File: config.mk
export PLATFORM = sky130hd
export DESIGN_NAME = pipe_ctrl_flat
export DESIGN_NICKNAME = d
export VERILOG_FILES = /design/src/rtl/pipe_ctrl_pkg.sv /design/src/rtl/pipe_ctrl_if.sv /design/src/rtl/pipe_ctrl_div_seq.sv /design/src/rtl/pipe_ctrl.sv /design/src/flat_wrapper.sv
export SDC_FILE = /design/constraint.sdc
export NUM_CORES = 1
export LEC_CHECK = 0
export BUFFER_PORTS_ARGS = -buffer_cell sky130_fd_sc_hd__buf_2
export CORE_AREA = 2 2 56 58
export CTS_CLUSTER_DIAMETER = 120
export DETAILED_ROUTE_END_ITERATION = 6
export DIE_AREA = 0 0 58 60
export PLACE_DENSITY = 0.89
export SLEW_MARGIN = 20
export SYNTH_ARGS = -nofsm -noshare
export SYNTH_HDL_FRONTEND = slang
export SYNTH_SLANG_ARGS = --single-unit
File: constraint.sdc
create_clock -name clk_i -period 1.95 [get_ports clk_i]
set_clock_uncertainty 0.05 [all_clocks]
set_input_delay 0.39 -clock clk_i [delete_from_list [all_inputs] [get_ports clk_i]]
set_output_delay 0.39 -clock clk_i [all_outputs]
set_load 0.005 [all_outputs]
File: src/rtl/pipe_ctrl_pkg.sv
// Shared types and constants for the pipeline sequencer.
package pipe_ctrl_pkg;

  typedef enum logic [1:0] {
    RUN      = 2'd0,
    DIV_WAIT = 2'd1,
    DIV_DONE = 2'd2
  } div_state_t;

  localparam int PC_B    = 0;
  localparam int IFID_B  = 1;
  localparam int IDEX_B  = 2;
  localparam int EXMEM_B = 3;
  localparam int MEMWB_B = 4;

  localparam logic [31:0] EXC_VECTOR_DEFAULT = 32'hBFC00380;

endpackage

File: src/rtl/pipe_ctrl_if.sv
// Hazard/exception inputs and stall/flush/redirect outputs of the pipeline sequencer.
interface pipe_ctrl_if;
  logic        id_branch_stall_i;
  logic [4:0]  id_rs_i;
  logic [4:0]  id_rt_i;
  logic        ex_rmem_i;
  logic [4:0]  ex_waddr_i;
  logic        ex_div_i;
  logic        if_busy_i;
  logic        mem_busy_i;
  logic        exc_valid_i;
  logic        exc_is_eret_i;
  logic [31:0] epc_i;

  logic [4:0]  stall_o;
  logic [4:0]  flush_o;
  logic        new_pc_valid_o;
  logic [31:0] new_pc_o;
  logic        div_start_o;
  logic        div_done_o;
  logic        div_busy_o;

  modport master (
    output id_branch_stall_i, id_rs_i, id_rt_i, ex_rmem_i, ex_waddr_i, ex_div_i,
           if_busy_i, mem_busy_i, exc_valid_i, exc_is_eret_i, epc_i,
    input  stall_o, flush_o, new_pc_valid_o, new_pc_o, div_start_o, div_done_o, div_busy_o
  );

  modport slave (
    input  id_branch_stall_i, id_rs_i, id_rt_i, ex_rmem_i, ex_waddr_i, ex_div_i,
           if_busy_i, mem_busy_i, exc_valid_i, exc_is_eret_i, epc_i,
    output stall_o, flush_o, new_pc_valid_o, new_pc_o, div_start_o, div_done_o, div_busy_o
  );
endinterface

File: src/rtl/pipe_ctrl_div_seq.sv
// Fixed-latency divider sequencer: start pulse, down-counter wait, result hold.
//   state    | meaning
//   RUN      | idle; a div in EX starts the divider (unless MEM busy or exception)
//   DIV_WAIT | divider running, counter counts down to terminal count 0
//   DIV_DONE | result valid; held until EX/MEM captures it
module div_seq
  import pipe_ctrl_pkg::*;
#(
  parameter int DIV_LAT = 32
) (
  input  logic clk_i,
  input  logic rst_i,
  input  logic i_ex_div,
  input  logic i_mem_busy,
  input  logic i_exc_valid,
  input  logic i_exmem_advance,
  output logic o_div_start,
  output logic o_div_busy,
  output logic o_div_done,
  output logic o_div_stall
);

  localparam int CW = $clog2(DIV_LAT);
  localparam logic [CW-1:0] CNT_LOAD = CW'(DIV_LAT - 1);
  localparam logic [1:0] ST_RUN  = RUN;
  localparam logic [1:0] ST_WAIT = DIV_WAIT;
  localparam logic [1:0] ST_DONE = DIV_DONE;

  logic [1:0]    r_state;
  logic [CW-1:0] r_cnt;
  logic          w_start;

  assign w_start = (r_state == ST_RUN) & i_ex_div & ~i_exc_valid & ~i_mem_busy;

  always_ff @(posedge clk_i or posedge rst_i) begin
    if (rst_i) begin
      r_state <= ST_RUN;
      r_cnt   <= '0;
    end else if (i_exc_valid) begin
      r_state <= ST_RUN;
      r_cnt   <= '0;
    end else begin
      case (r_state)
        ST_RUN: begin
          if (w_start) begin
            r_state <= ST_WAIT;
            r_cnt   <= CNT_LOAD;
          end
        end
        // keeps counting through MEM stalls so latency stays fixed
        ST_WAIT: begin
          if (r_cnt == '0) r_state <= ST_DONE;
          else             r_cnt   <= r_cnt - CW'(1);
        end
        ST_DONE: begin
          if (i_exmem_advance) r_state <= ST_RUN;
        end
        default: r_state <= ST_RUN;
      endcase
    end
  end

  assign o_div_start = w_start;
  assign o_div_busy  = (r_state == ST_WAIT);
  assign o_div_done  = (r_state == ST_DONE);
  assign o_div_stall = ((r_state == ST_RUN) & i_ex_div) | (r_state == ST_WAIT);

endmodule

File: src/rtl/pipe_ctrl.sv
// Pipeline sequencer: prioritised stall/flush generation, divider sequencing, PC redirect.
module pipe_ctrl
  import pipe_ctrl_pkg::*;
#(
  parameter int          DIV_LAT    = 32,
  parameter logic [31:0] EXC_VECTOR = EXC_VECTOR_DEFAULT
) (
  input logic        clk_i,
  input logic        rst_i,
  pipe_ctrl_if.slave bus
);

  logic        w_load_use;
  logic        w_id_hazard;
  logic        w_div_stall;
  logic        w_div_start;
  logic        w_div_busy;
  logic        w_div_done;
  logic        w_exmem_advance;
  logic [4:0]  w_stall;
  logic [4:0]  w_flush;
  logic        w_pc_valid;
  logic [31:0] w_pc;

  assign w_load_use  = bus.ex_rmem_i & (bus.ex_waddr_i != 5'd0) &
                       ((bus.ex_waddr_i == bus.id_rs_i) | (bus.ex_waddr_i == bus.id_rt_i));
  assign w_id_hazard = bus.id_branch_stall_i | w_load_use;

  // each source holds every register upstream of its bubble point
  always_comb begin
    w_stall    = '0;
    w_flush    = '0;
    w_pc_valid = 1'b0;
    w_pc       = '0;
    if (rst_i) begin
      w_flush       = '1;
      w_flush[PC_B] = 1'b0;
    end else if (bus.exc_valid_i) begin
      w_flush       = '1;
      w_flush[PC_B] = 1'b0;
      w_pc_valid    = 1'b1;
      w_pc          = bus.exc_is_eret_i ? bus.epc_i : EXC_VECTOR;
    end else if (bus.mem_busy_i) begin
      w_stall          = 5'b01111;
      w_flush[MEMWB_B] = 1'b1;
    end else if (w_div_stall) begin
      w_stall          = 5'b00111;
      w_flush[EXMEM_B] = 1'b1;
    end else if (w_id_hazard) begin
      w_stall         = 5'b00011;
      w_flush[IDEX_B] = 1'b1;
    end else if (bus.if_busy_i) begin
      w_stall         = 5'b00001;
      w_flush[IFID_B] = 1'b1;
    end
  end

  assign w_exmem_advance = ~w_stall[EXMEM_B];

  div_seq #(.DIV_LAT(DIV_LAT)) u_div_seq (
    .clk_i           (clk_i),
    .rst_i           (rst_i),
    .i_ex_div        (bus.ex_div_i),
    .i_mem_busy      (bus.mem_busy_i),
    .i_exc_valid     (bus.exc_valid_i),
    .i_exmem_advance (w_exmem_advance),
    .o_div_start     (w_div_start),
    .o_div_busy      (w_div_busy),
    .o_div_done      (w_div_done),
    .o_div_stall     (w_div_stall)
  );

  assign bus.stall_o        = w_stall;
  assign bus.flush_o        = w_flush;
  assign bus.new_pc_valid_o = w_pc_valid;
  assign bus.new_pc_o       = w_pc;
  assign bus.div_start_o    = w_div_start & ~rst_i;
  assign bus.div_busy_o     = w_div_busy;
  assign bus.div_done_o     = w_div_done;

endmodule
File: src/flat_wrapper.sv
// flat-port wrapper written by rule: the top's interface ports become plain ports
module pipe_ctrl_flat import pipe_ctrl_pkg::*;
#(
  parameter int          DIV_LAT    = 32,
  parameter logic [31:0] EXC_VECTOR = EXC_VECTOR_DEFAULT
)
  (clk_i, rst_i, bus_id_branch_stall_i, bus_id_rs_i, bus_id_rt_i, bus_ex_rmem_i, bus_ex_waddr_i, bus_ex_div_i, bus_if_busy_i, bus_mem_busy_i, bus_exc_valid_i, bus_exc_is_eret_i, bus_epc_i, bus_stall_o, bus_flush_o, bus_new_pc_valid_o, bus_new_pc_o, bus_div_start_o, bus_div_done_o, bus_div_busy_o);
  pipe_ctrl_if bus_i ();
  input logic clk_i;
  input logic rst_i;
  input wire logic [$bits(bus_i.id_branch_stall_i)-1:0] bus_id_branch_stall_i;
  input wire logic [$bits(bus_i.id_rs_i)-1:0] bus_id_rs_i;
  input wire logic [$bits(bus_i.id_rt_i)-1:0] bus_id_rt_i;
  input wire logic [$bits(bus_i.ex_rmem_i)-1:0] bus_ex_rmem_i;
  input wire logic [$bits(bus_i.ex_waddr_i)-1:0] bus_ex_waddr_i;
  input wire logic [$bits(bus_i.ex_div_i)-1:0] bus_ex_div_i;
  input wire logic [$bits(bus_i.if_busy_i)-1:0] bus_if_busy_i;
  input wire logic [$bits(bus_i.mem_busy_i)-1:0] bus_mem_busy_i;
  input wire logic [$bits(bus_i.exc_valid_i)-1:0] bus_exc_valid_i;
  input wire logic [$bits(bus_i.exc_is_eret_i)-1:0] bus_exc_is_eret_i;
  input wire logic [$bits(bus_i.epc_i)-1:0] bus_epc_i;
  output wire logic [$bits(bus_i.stall_o)-1:0] bus_stall_o;
  output wire logic [$bits(bus_i.flush_o)-1:0] bus_flush_o;
  output wire logic [$bits(bus_i.new_pc_valid_o)-1:0] bus_new_pc_valid_o;
  output wire logic [$bits(bus_i.new_pc_o)-1:0] bus_new_pc_o;
  output wire logic [$bits(bus_i.div_start_o)-1:0] bus_div_start_o;
  output wire logic [$bits(bus_i.div_done_o)-1:0] bus_div_done_o;
  output wire logic [$bits(bus_i.div_busy_o)-1:0] bus_div_busy_o;
  assign bus_i.id_branch_stall_i = bus_id_branch_stall_i;
  assign bus_i.id_rs_i = bus_id_rs_i;
  assign bus_i.id_rt_i = bus_id_rt_i;
  assign bus_i.ex_rmem_i = bus_ex_rmem_i;
  assign bus_i.ex_waddr_i = bus_ex_waddr_i;
  assign bus_i.ex_div_i = bus_ex_div_i;
  assign bus_i.if_busy_i = bus_if_busy_i;
  assign bus_i.mem_busy_i = bus_mem_busy_i;
  assign bus_i.exc_valid_i = bus_exc_valid_i;
  assign bus_i.exc_is_eret_i = bus_exc_is_eret_i;
  assign bus_i.epc_i = bus_epc_i;
  assign bus_stall_o = bus_i.stall_o;
  assign bus_flush_o = bus_i.flush_o;
  assign bus_new_pc_valid_o = bus_i.new_pc_valid_o;
  assign bus_new_pc_o = bus_i.new_pc_o;
  assign bus_div_start_o = bus_i.div_start_o;
  assign bus_div_done_o = bus_i.div_done_o;
  assign bus_div_busy_o = bus_i.div_busy_o;
  pipe_ctrl #(.DIV_LAT(DIV_LAT), .EXC_VECTOR(EXC_VECTOR)) u_core (.clk_i(clk_i), .rst_i(rst_i), .bus(bus_i));
endmodule
# After elaboration in Yosys (flattened, before gate mapping)
# Cells that the tools add are included.
# totals
ff_bits	7
word_cells	58
# op_classes
muxes	29
n_bitwise	12
eq_ne	8
add_sub_neg	1
n_reduce_logical	6
# op_table
operator	n
2-to-1 mux 32 bit	3
2-to-1 mux 5 bit	9
equality test 5 bit	2
2-to-1 mux 2 bit	5
one-hot mux 5 bit (2 select lines)	1
2-to-1 mux 1 bit	8
bitwise AND 1 bit	6
inequality test 3 x 2 -> 1 bit, second input constant	2
inequality test 3 bit, second input constant	2
one-hot mux 2 bit (3 select lines)	1
AND reduction 3 bit	2
logical NOT 5 bit	1
nonzero test 5 bit	1
subtractor 5 x 1 -> 5 bit, second input constant	1
2-to-1 mux 4 bit	1
2-to-1 mux 3 bit	1
NOT 1 bit	3
bitwise OR 1 bit	3
nonzero test 3 bit	1
equality test 2 x 1 -> 1 bit, second input constant	1
equality test 2 bit, second input constant	1
logical NOT 2 bit	1

# Logic depth before layout (Yosys ltp)
# depth
word_depth	12
ltp_mapped	6
mapped_depth_nobuf	6

# By module
# Synthesis repeated with hierarchy kept, for this count alone.
# hier_totals
cells_unflattened	131
hier_area_um2	972.2
# by_module_without_submodules
mod	instances	cells_per_inst	area_each_um2	seq_area_each_um2
pipe_ctrl	1	83	524.3	0.0
div_seq	1	48	447.9	175.2

# Worst setup path after synthesis
# Ideal clock, no wire load.
# synth_timing
kind	input-to-output
from	input port bus_ex_waddr_i[1]
to	output port bus_flush_o[1]
path_slack_ps	92
t_required_ps	1510
stages	4
arrival_ps	1418
path_buffers	0
cell_sequence	or4_1 o21a_1 o41ai_2 a21o_1
# synth_via
elab_chain_cells	9
elab_cells_between_ends	12
classes_between	eq/ne: 2; mux: 5; bitwise: 4; reduce/logical: 1
# synth_lines
item	line_no	source
start: declaration	flat_wrapper.sv:15	input wire logic [$bits(bus_i.ex_waddr_i)-1:0] bus_ex_waddr_i;
equality test 5 bit / nonzero test 5 bit (equally long branches)	pipe_ctrl.sv:26, pipe_ctrl.sv:25	
bitwise OR 1 bit / bitwise AND 1 bit (equally long branches)	pipe_ctrl.sv:26, pipe_ctrl.sv:25	
bitwise AND 1 bit (*)	pipe_ctrl.sv:25	assign w_load_use = bus.ex_rmem_i & (bus.ex_waddr_i != 5'd0) &
bitwise OR 1 bit (*)	pipe_ctrl.sv:27	assign w_id_hazard = bus.id_branch_stall_i | w_load_use;
2-to-1 mux 1 bit (*)	pipe_ctrl.sv:49	end else if (w_id_hazard) begin
2-to-1 mux 2 bit (*)	pipe_ctrl.sv:46	end else if (w_div_stall) begin
2-to-1 mux 3 bit (*)	pipe_ctrl.sv:43	end else if (bus.mem_busy_i) begin
2-to-1 mux 4 bit (*)	pipe_ctrl.sv:38	end else if (bus.exc_valid_i) begin
2-to-1 mux 5 bit (*)	pipe_ctrl.sv:35	if (rst_i) begin
end: declaration	flat_wrapper.sv:23	output wire logic [$bits(bus_i.flush_o)-1:0] bus_flush_o;
# Mark *: on every way between the ends. The rest lies on a longest branch, timed or not.

# Worst setup path in the final report
# layout_timing
from	input port bus_ex_waddr_i[1]
to	output port bus_stall_o[1]
# layout_via
elab_chain_cells	9
elab_cells_between_ends	12
classes_between	eq/ne: 2; mux: 5; bitwise: 4; reduce/logical: 1
# layout_lines
item	line_no	source
equality test 5 bit / nonzero test 5 bit (equally long branches)	pipe_ctrl.sv:26, pipe_ctrl.sv:25	
bitwise OR 1 bit / bitwise AND 1 bit (equally long branches)	pipe_ctrl.sv:26, pipe_ctrl.sv:25	
bitwise AND 1 bit (*)	pipe_ctrl.sv:25	
bitwise OR 1 bit (*)	pipe_ctrl.sv:27	
2-to-1 mux 5 bit (*)	pipe_ctrl.sv:49	
2-to-1 mux 5 bit (*)	pipe_ctrl.sv:46	
2-to-1 mux 5 bit (*)	pipe_ctrl.sv:43	
2-to-1 mux 5 bit (*)	pipe_ctrl.sv:38	
2-to-1 mux 5 bit (*)	pipe_ctrl.sv:35	
end: declaration	flat_wrapper.sv:22	output wire logic [$bits(bus_i.stall_o)-1:0] bus_stall_o;
# Marked as above.

==> results.sh <==
export IMPL_p_clk_frac=0.223
export IMPL_track_usage=0.161
export IMPL_synth_area_top_cells="dfrtp_1 (18%), and2_1 (14%), o21a_1 (12%), xor2_1 (9.0%), nor3_1 (3.6%)"
export IMPL_fmax_mhz=479
export IMPL_core_area_um2=2900
export IMPL_power_density_nw_per_um2=392
export IMPL_initial_core_util=0.334
export IMPL_grt_overflow_total=0
export IMPL_status="finished, violations left"
export IMPL_synth_top_area_frac=0.181
export IMPL_die_y_um=60
export IMPL_violations="setup timing"
export IMPL_grt_setup_unrepaired="yes"
export IMPL_setup_viol=4
export IMPL_via_count=1282
export IMPL_clkTransAtPathRegs_ns=0.06
export IMPL_final_cell_count_no_fill=267
export IMPL_htreeDepth=1
export IMPL_io_pins=102
export IMPL_viasPerCell=4.80
export IMPL_power_frac_seq=0.285
export IMPL_cts_setup_buffers=0
export IMPL_synth_simple_gate_area_share=0.306
export IMPL_drtIter0Drc=39
export IMPL_final_core_util=0.547
export IMPL_cp_max_fo=3
export IMPL_synth_common_cells="and2_1 (22), o21a_1 (15), xor2_1 (10)"
export IMPL_synth_fa_ha_area_frac=0.0258
export IMPL_synth_top_cell_by_area="dfrtp_1"
export IMPL_dp_hpwl_um=2510
export IMPL_p_sw_uw=223
export IMPL_synth_avg_cell_area_um2=7.52
export IMPL_postPlaceCellArea_um2=1540
export IMPL_drt_antenna_violating_nets=0
export IMPL_insertion_delay_ns=0.26
export IMPL_syn_area_um2=970
export IMPL_peakVddDrop_v=0.000327
export IMPL_crit_required_ns=1.51
export IMPL_grt_pass1_vias=1045
export IMPL_syn_instance_count=129
export IMPL_fin_ws_ns=-0.139
export IMPL_synth_xor_area_share=0.0903
export IMPL_async_flop_share=1.00
export IMPL_nFillCells=291
export IMPL_drive_above_1_share=0.513
export IMPL_cap_violations=0
export IMPL_synth_top_flop_cell="dfrtp_1"
export IMPL_holdBufCountCts=0
export IMPL_p_int_uw=399
export IMPL_path_class="primary input to output port"
export IMPL_total_power_uw=622
export IMPL_synth_edf_count=0
export IMPL_antenna_found_initial=0
export IMPL_cts_tree="yes"
export IMPL_drcViolationCount=0
export IMPL_ys_seq_area_frac=0.181
export IMPL_muxShareOfSynthArea=0
export IMPL_min_period_ns=2.09
export IMPL_final_area_um2=1590
export IMPL_hold_path_class="primary input to asynchronous set/reset pin"
export IMPL_gp_congestion=0.848
export IMPL_ys_ff_latch=7
export IMPL_antenna_cells=0
export IMPL_io_buffers=99
export IMPL_synth_top_family_by_area="compound AO/OA/AOI/OAI gates"
export IMPL_drv_slew=0
export IMPL_routed_wl_um=3020
export IMPL_p_comb_frac=0.491
export IMPL_grt_max_degree=21
export IMPL_cp_start_kind="primary input"
export IMPL_die_area_um2=3480
export IMPL_min_period_over_period=1.07
export IMPL_finalHoldViolations=0
export IMPL_numCtsBuffers=3
export IMPL_synth_warnings=0
export IMPL_ys_types=35
export IMPL_first_pass_iters=4
export IMPL_grt_pass1_wl_um=4480
export IMPL_swShare=0.358
export IMPL_yosysMostFrequentCell="and2_1"
export IMPL_layout_nets=293
export IMPL_clockBufferDepth=2
export IMPL_placed_cells=263
export IMPL_crit_path_end_kind="output port"
export IMPL_die_w_um=58
export IMPL_area_delta_synth_final_pct=63.6
export IMPL_crit_arrival_ns=1.65
export IMPL_clock_root_buffer="clkbuf_4"
export IMPL_synth_compound_area_share=0.306
export IMPL_clock_sinks=7
export IMPL_leakagePower_uw=0.000921
export IMPL_wl_per_cell_um=11.3
export IMPL_row_count=20
[metrics by stage]
step | hold WS (ns) | TNS, ns | setup slack, ns
floorplan | 0.160 | 0 | 0.0919
global placement | 0.369 | -0.472 | -0.147
detailed placement | 0.377 | -0.587 | -0.189
CTS | 0.0975 | -0.508 | -0.140
global route | 0.119 | -0.690 | -0.182
finish | 0.0947 | -0.511 | -0.139
[worst max-delay path, cell delays in order]
cell and delay (ns):
buf_6 0.09, or4_1 0.50, o21a_1 0.23, buf_4 0.15
nand2_1 0.05, o21ai_0 0.08, buf_2 0.15
[power by group through the flow]
stage / logic (µW) / registers (µW) / clock network (µW)
2_1_floorplan: 173 / 174 / 0
3_3_place_gp: 292 / 178 / 0
3_5_place_dp: 301 / 179 / 0
4_1_cts: 306 / 177 / 141
5_1_grt: 340 / 180 / 151
6_report: 306 / 178 / 139
[routing by layer]
layer	up-vias	wire length [µm]	GRT usage	part of all wire
met3	3	285	0.0303	0.094
met5	-	0	0	0
li1	649	-	-	-
met2	62	1560	0.323	0.52
met1	568	1160	0.175	0.38
met4	0	19	0.0299	0.0063
[sequential cells by signal, indices dropped and copies added (netlist names)]
name,flops
u_core.u_div_seq.r_cnt,5
u_core.u_div_seq.r_state,2
[cell families (layout without fill, tap and decap cells)]
kind of cell	count (synthesis)	after routing
AO/OA/AOI/OAI	38	38
XOR/XNOR	10	10
adder cells (fa/ha/maj)	2	2
buffers and inverters	18	122
flip-flops	7	7
other	1	2
AND/OR/NAND/NOR	53	53
[placed cells by master (no fill, tap or decap), types with 3 or more instances in the layout]
| cell type | n |
|---|---|
| buf_2 | 97 |
| nor2_1 | 9 |
| inv_1 | 8 |
| dfrtp_1 | 7 |
| nand2_1 | 7 |
| o21ai_0 | 4 |
| and2_1 | 22 |
| xor2_1 | 10 |
| a21oi_1 | 3 |
| nor3_1 | 7 |
| buf_4 | 11 |
| clkbuf_4 | 3 |
| o21a_1 | 15 |
[worst paths after layout]
check	startpoint	endpoint	slack, ns	depth (start not counted)
min in group clk_i	bus_exc_valid_i	u_core.u_div_seq.r_cnt[3]$_DFFE_PP0P_	0.40	2
max	bus_ex_waddr_i[1]	bus_stall_o[1]	-0.14	7
max in group asynchronous	rst_i	u_core.u_div_seq.r_cnt[4]$_DFFE_PP0P_	1.62	3
min	rst_i	u_core.u_div_seq.r_cnt[0]$_DFFE_PP0P_	0.09	3
max reg2reg	u_core.u_div_seq.r_cnt[0]$_DFFE_PP0P_	u_core.u_div_seq.r_cnt[4]$_DFFE_PP0P_	0.07	6
min reg2reg	u_core.u_div_seq.r_cnt[4]$_DFFE_PP0P_	u_core.u_div_seq.r_cnt[4]$_DFFE_PP0P_	0.48	1
[layout make-up]
type	count	area [µm²]	share of cell area
flip-flops and latches	7	175	0.110
well taps	33	41.3	0.0260
clock buffers	4	26.3	0.0166
multi-input cells	105	723	0.456
repair buffers	110	591	0.372
inverters	8	30.0	0.0189
[timing repair]
| item | 4_1_cts | 5_1_grt |
|---|---|---|
| pin swaps | 1 | 0 |
| gates cloned | 0 | 0 |
| endpoints found under the setup margin | 4 | 5 |
| gates resized for setup | 2 | 2 |
No activity file was read; power rests on OpenSTA's default activity.
